File: src/rtl/cfg_writer_pkg.sv
// Shared definitions for the configuration stream writer: sequencer states,
// record header bit positions and the record counter width.
package cfg_writer_pkg;

    typedef enum logic [2:0] {
        ST_IDLE   = 3'd0,
        ST_HDR    = 3'd1,
        ST_DAT    = 3'd2,
        ST_SETUP  = 3'd3,
        ST_STROBE = 3'd4,
        ST_HOLD   = 3'd5,
        ST_FIN    = 3'd6,
        ST_ERR    = 3'd7
    } state_t;

    localparam int LAST_BIT    = 7;
    localparam int RSVD_BIT    = 6;
    localparam int REC_COUNT_W = 16;

endpackage

File: src/rtl/config_stream_writer.sv
// Replays two-byte configuration records from a valid/ready byte stream onto the
// loader bus with setup / one-cycle strobe / hold sequencing.
module config_stream_writer
    import cfg_writer_pkg::*;
#(
    parameter int ADDRESS_SIZE = 6,
    parameter int DATA_SIZE    = 8,
    parameter int MAX_ADDRESS  = 63,
    parameter int HOLD_CYCLES  = 1
) (
    input  logic                    CLK,
    input  logic                    RESET,
    input  logic                    START,
    input  logic [DATA_SIZE-1:0]    IN_DATA,
    input  logic                    IN_VALID,
    output logic                    IN_READY,
    output logic [ADDRESS_SIZE-1:0] ADDRESS,
    output logic [DATA_SIZE-1:0]    DATA,
    output logic                    SELECT_LEVEL,
    output logic                    BUSY,
    output logic                    DONE,
    output logic                    ERROR,
    output logic [REC_COUNT_W-1:0]  RECORD_COUNT
);

    state_t                  state_reg;
    logic [3:0]              hold_cnt_reg;
    logic                    last_reg;
    logic [ADDRESS_SIZE-1:0] hdr_addr_reg;
    logic                    hdr_bad;

    // A header is rejected when the reserved bit is set or the address is out of range.
    assign hdr_bad = IN_DATA[RSVD_BIT] ||
                     (32'(IN_DATA[ADDRESS_SIZE-1:0]) > MAX_ADDRESS);

    // Every output is a register updated alongside the state transition, so
    // IN_READY never depends combinationally on IN_VALID.
    always_ff @(posedge CLK) begin
        if (RESET) begin
            state_reg    <= ST_IDLE;
            hold_cnt_reg <= '0;
            last_reg     <= 1'b0;
            hdr_addr_reg <= '0;
            IN_READY     <= 1'b0;
            ADDRESS      <= '0;
            DATA         <= '0;
            SELECT_LEVEL <= 1'b0;
            BUSY         <= 1'b0;
            DONE         <= 1'b0;
            ERROR        <= 1'b0;
            RECORD_COUNT <= '0;
        end else begin
            case (state_reg)
                ST_IDLE, ST_FIN, ST_ERR: begin
                    if (START) begin
                        state_reg    <= ST_HDR;
                        IN_READY     <= 1'b1;
                        BUSY         <= 1'b1;
                        DONE         <= 1'b0;
                        ERROR        <= 1'b0;
                        RECORD_COUNT <= '0;
                    end
                end
                ST_HDR: begin
                    if (IN_VALID && IN_READY) begin
                        if (hdr_bad) begin
                            state_reg <= ST_ERR;
                            IN_READY  <= 1'b0;
                            BUSY      <= 1'b0;
                            ERROR     <= 1'b1;
                        end else begin
                            state_reg    <= ST_DAT;
                            hdr_addr_reg <= IN_DATA[ADDRESS_SIZE-1:0];
                            last_reg     <= IN_DATA[LAST_BIT];
                        end
                    end
                end
                ST_DAT: begin
                    if (IN_VALID && IN_READY) begin
                        state_reg <= ST_SETUP;
                        IN_READY  <= 1'b0;
                        ADDRESS   <= hdr_addr_reg;
                        DATA      <= IN_DATA;
                    end
                end
                ST_SETUP: begin
                    state_reg    <= ST_STROBE;
                    SELECT_LEVEL <= 1'b1;
                    if (RECORD_COUNT != '1) begin
                        RECORD_COUNT <= RECORD_COUNT + 1'b1;
                    end
                end
                ST_STROBE: begin
                    state_reg    <= ST_HOLD;
                    SELECT_LEVEL <= 1'b0;
                    hold_cnt_reg <= 4'(HOLD_CYCLES - 1);
                end
                ST_HOLD: begin
                    if (hold_cnt_reg == 4'd0) begin
                        if (last_reg) begin
                            state_reg <= ST_FIN;
                            BUSY      <= 1'b0;
                            DONE      <= 1'b1;
                        end else begin
                            state_reg <= ST_HDR;
                            IN_READY  <= 1'b1;
                        end
                    end else begin
                        hold_cnt_reg <= hold_cnt_reg - 4'd1;
                    end
                end
                default: begin
                    state_reg <= ST_IDLE;
                end
            endcase
        end
    end

endmodule

File: config.mk
export PLATFORM = sky130hd
export DESIGN_NAME = config_stream_writer
export DESIGN_NICKNAME = d
export VERILOG_FILES = /design/src/rtl/cfg_writer_pkg.sv /design/src/rtl/config_stream_writer.sv
export SDC_FILE = /design/constraint.sdc
export NUM_CORES = 1
export LEC_CHECK = 0
export BUFFER_PORTS_ARGS = -buffer_cell sky130_fd_sc_hd__clkbuf_2
export CAP_MARGIN = 20
export CORE_UTILIZATION = 55
export CTS_BUF_LIST = sky130_fd_sc_hd__clkbuf_4 sky130_fd_sc_hd__clkbuf_8 sky130_fd_sc_hd__clkbuf_16
export CTS_CLUSTER_DIAMETER = 40
export DETAILED_ROUTE_END_ITERATION = 6
export GPL_ROUTABILITY_DRIVEN = 0
export HOLD_SLACK_MARGIN = 0.02
export PLACE_DENSITY = 0.89
export SLEW_MARGIN = 5
export SYNTH_ARGS = -nofsm -noshare
export SYNTH_HDL_FRONTEND = slang
export SYNTH_SLANG_ARGS = --single-unit
export TNS_END_PERCENT = 20
File: constraint.sdc
create_clock -name CLK -period 2.22 [get_ports CLK]
set_input_delay 0.111 -clock CLK [delete_from_list [all_inputs] [get_ports CLK]]
set_output_delay 0.111 -clock CLK [all_outputs]
set_load 0.05 [all_outputs]
==> flow_summary.yaml <==
drt:
  antenna_left: 0
  drtPass1Iterations: 5
  via_per_inst: 6.30
  vias: 2330
  totalWireLength_mm: 5.81
  wl_per_cell_um: 15.7
  drtIter0Drc: 204
  drc: 0
floorplanning:
  rows: 23
  die_w_um: 68.9
  die_area_um2: 4750
  ios: 47
  die_height_um: 68.9
  start_util_pct: 59.4
  core-area_um2: 4140
clock_tree:
  post-cts-setup-buffer-count: 0
  root_buffer: "clkbuf_8"
  holdBufCountCts: 0
  cts-buffers-inserted: 5
  cts-htree-levels: 2
  cts_resized: 0
  path_clk_slew_ns: 0.10
  clock_sinks: 49
  cts.path.max_buffers: 2
  clk_latency_ns: 0.31
  cts_tree: "done"
setup_path:
  path_max_fanout: 17
  cp_cell_sequence: "mux2_2 > a21oi_1 > a21oi_1 > a311oi_1"
  r2r_start: "state_reg[2]"
  critPathSlowestCell: "dfxtp_1"
  crit_path_max_incr_delay_ns: 0.64
  path_buf_inv: 0
  ff2ff_setup_slack_ns: 0.23
  cp-end-kind: "flip-flop"
  cpLargestDelayFamily: "compound AO/OA/AOI/OAI gates"
  arrival_ns: 2.21
  crit_type: "reg2reg"
  worstSetupStartpointType: "flip-flop"
  crit_top_cell: "a21oi_1"
  cp.required_ns: 2.43
  rr_worst_depth: 4
  worstReg2RegEnd: "RECORD_COUNT[2]"
  startpoint: "state_reg[2]"
placed_design:
  io_buffers: 46
  dp.cells: 362
  dpl.hpwl_mm: 4.17
  dpl_worst_slack_ns: 0.335
finish:
  syn2layout_area_growth_pct: 14.9
  nFillCells: 330
  nNetsFinal: 334
  top_regs: "RECORD_COUNT: 16 flops, DATA: 8 flops"
  register_area_um2: 983
  largest_reg_flops: 16
  largest-register: "RECORD_COUNT"
  instances_no_fill: 370
  layout-drive-gt1-share_pct: 25.0
  multi_input_area_um2: 1340
  fin_util_pct: 68.3
  diodes: 0
synthesis:
  seq_area_frac_synth_pct: 39.8
  synth_nets: 290
  synthesis.area_um2: 2460
  synth_cell_types: 62
  synth_seq_cells: 49
  ys_async_sr_fraction_pct: 0
  yosys_warnings: 0
  syn_area_per_cell_um2: 8.95
  synth_cells: 275
  synth_ff_type: "dfxtp_1"
  synth_edf_count: 0
run:
  drv_cap: 0
hold_path:
  holdPathEnd: "DATA[1]"
  min-delay-start: "IN_DATA[1]"
  min_path_type: "in2reg"
  hold_depth: 3
global_route:
  grt_max_degree: 33
  grt_pass1_vias: 2042
  track_usage_pct: 27.1
  use_met3_pct: 6.25
  busiest_layer: "met2"
  use_met2_pct: 42.0
  met1_usage_pct: 36.3
  grt-ovfl-total: 0
  grt_pass1_wl_mm: 9.48
  grt_antenna_before_repair: 1
timing:
  grt_setup_unrepaired: "no"
  period_needed_ns: 1.99
  finClkSkew_ns: 0.0121
  finalCritPeriodShare_pct: 89.8
  setup_viol: 0
  final_hold_viol_count: 0
  report.final.slew_viol_count: 0
  layout_setup_ws_ns: 0.226
  fmax_ghz: 0.502
  worstMarginPinSlew_ns: 0.541
  slew_headroom_pct: 63.6
  setup_tns_ns: 0
run_status:
  status: "complete, no violations"
power:
  peakVddDrop_uv: 521
  p_leak_uw: 0.00113
  power.density_nw_per_um2: 797
-- power breakdown --
group	internal (uW)	switching, uW	leakage (uW)
registers	933	89.5	0.000397
logic	241	427	0.000678
clock network	236	331	0.0000506
-- how the worst max path moves through the flow --
| stage | slack (ns) | cells after the start | to |
|---|---|---|---|
| 2_1_floorplan | 0.08 | 6 | RECORD_COUNT[9] |
| 3_3_place_gp | 0.40 | 5 | RECORD_COUNT[9] |
| 3_5_place_dp | 0.33 | 5 | RECORD_COUNT[9] |
| 4_1_cts | 0.31 | 5 | RECORD_COUNT[9] |
| 5_1_grt | 0.06 | 5 | RECORD_COUNT[2] |
| 6_report | 0.23 | 4 | RECORD_COUNT[2] |
-- tightest hold or removal path: cells and delay by family --
kind	cells	cell delay, ns
AND/OR/NAND/NOR	1	0.07
multiplexers	1	0.06
buffers and inverters	1	0.09
-- synthesized netlist by cell type (2+ instances only) --
library cell | number | share of area, %
a311oi_1 | 4 | 1.4
buf_2 | 2 | 0.41
a41oi_1 | 2 | 0.71
and2_1 | 2 | 0.51
nand2b_1 | 6 | 1.5
clkbuf_1 | 11 | 1.7
ha_1 | 3 | 1.5
a211o_1 | 2 | 0.71
inv_1 | 12 | 1.8
dfxtp_1 | 49 | 40
nor3_1 | 9 | 1.8
a31oi_1 | 8 | 2.0
nor2_1 | 36 | 5.5
mux2i_1 | 22 | 8.9
a21oi_1 | 14 | 2.8
mux2_2 | 2 | 0.91
nor2b_1 | 2 | 0.51
and3b_1 | 2 | 0.71
a2bb2oi_1 | 2 | 0.71
nand4_1 | 5 | 1.3
buf_4 | 2 | 0.61
or3b_2 | 2 | 0.71
nor4_1 | 3 | 0.76
buf_6 | 2 | 0.91
o211a_1 | 3 | 1.2
a41o_1 | 2 | 0.81
and3_1 | 2 | 0.51
nand2_1 | 11 | 1.7
nand3_1 | 11 | 2.2
nand3b_1 | 2 | 0.61
or3_1 | 2 | 0.51
o21ai_0 | 4 | 0.81
xor2_1 | 2 | 0.71
o21a_1 | 3 | 0.91
a32oi_1 | 2 | 0.71
-- cells by family (layout without fill, tap and decap cells) --
group,count (synthesis),count (layout),share of synthesized area (%)
compound gates,63,63,19.2
xor+xnor,2,2,0.712
buf+inv,30,75,5.59
mux,24,24,9.86
flops,49,49,39.8
simple gates,104,104,23.3
fa+ha+maj,3,3,1.52
-- stage by stage --
step | hold slack [ns] | area [um2] | power, uW
after floorplan | 0.258 | 2460 | 1530
after global placement | 0.365 | 2730 | 1680
after detailed placement | 0.376 | 2730 | 1700
after CTS | 0.0482 | 2830 | 2260
after global routing | 0.0625 | 2830 | 2380
final | 0.0524 | 2830 | 2260
-- cell type report --
cell class,count,area share (%)
repair buffers,55,10.5
flip-flops and latches,49,34.7
inverters,12,1.59
multi-input cells,196,47.5
clock inverters,3,1.02
well taps,50,2.21
clock buffers,5,2.43
-- layout by cell type (no fill, tap or decap), types with 3 or more instances in the layout --
cell	instances
inv_1	12
buf_4	9
o21ai_0	4
nand3_1	11
a21oi_1	14
nand4_1	5
dfxtp_1	47
nand2b_1	6
ha_1	3
clkbuf_2	46
mux2i_1	22
o211a_1	3
nand2_1	11
nor4_1	3
nor2_1	36
o21a_1	3
clkbuf_8	5
nor3_1	9
a31oi_1	8
a311oi_1	4
-- routing by layer --
layer  wire (um)  up-vias
met1        2510     1103
met4         120        0
met2        2740      108
met5           0        -
met3         440       17
li1            -     1102
Note: power is estimated with default switching activity, not from simulation.
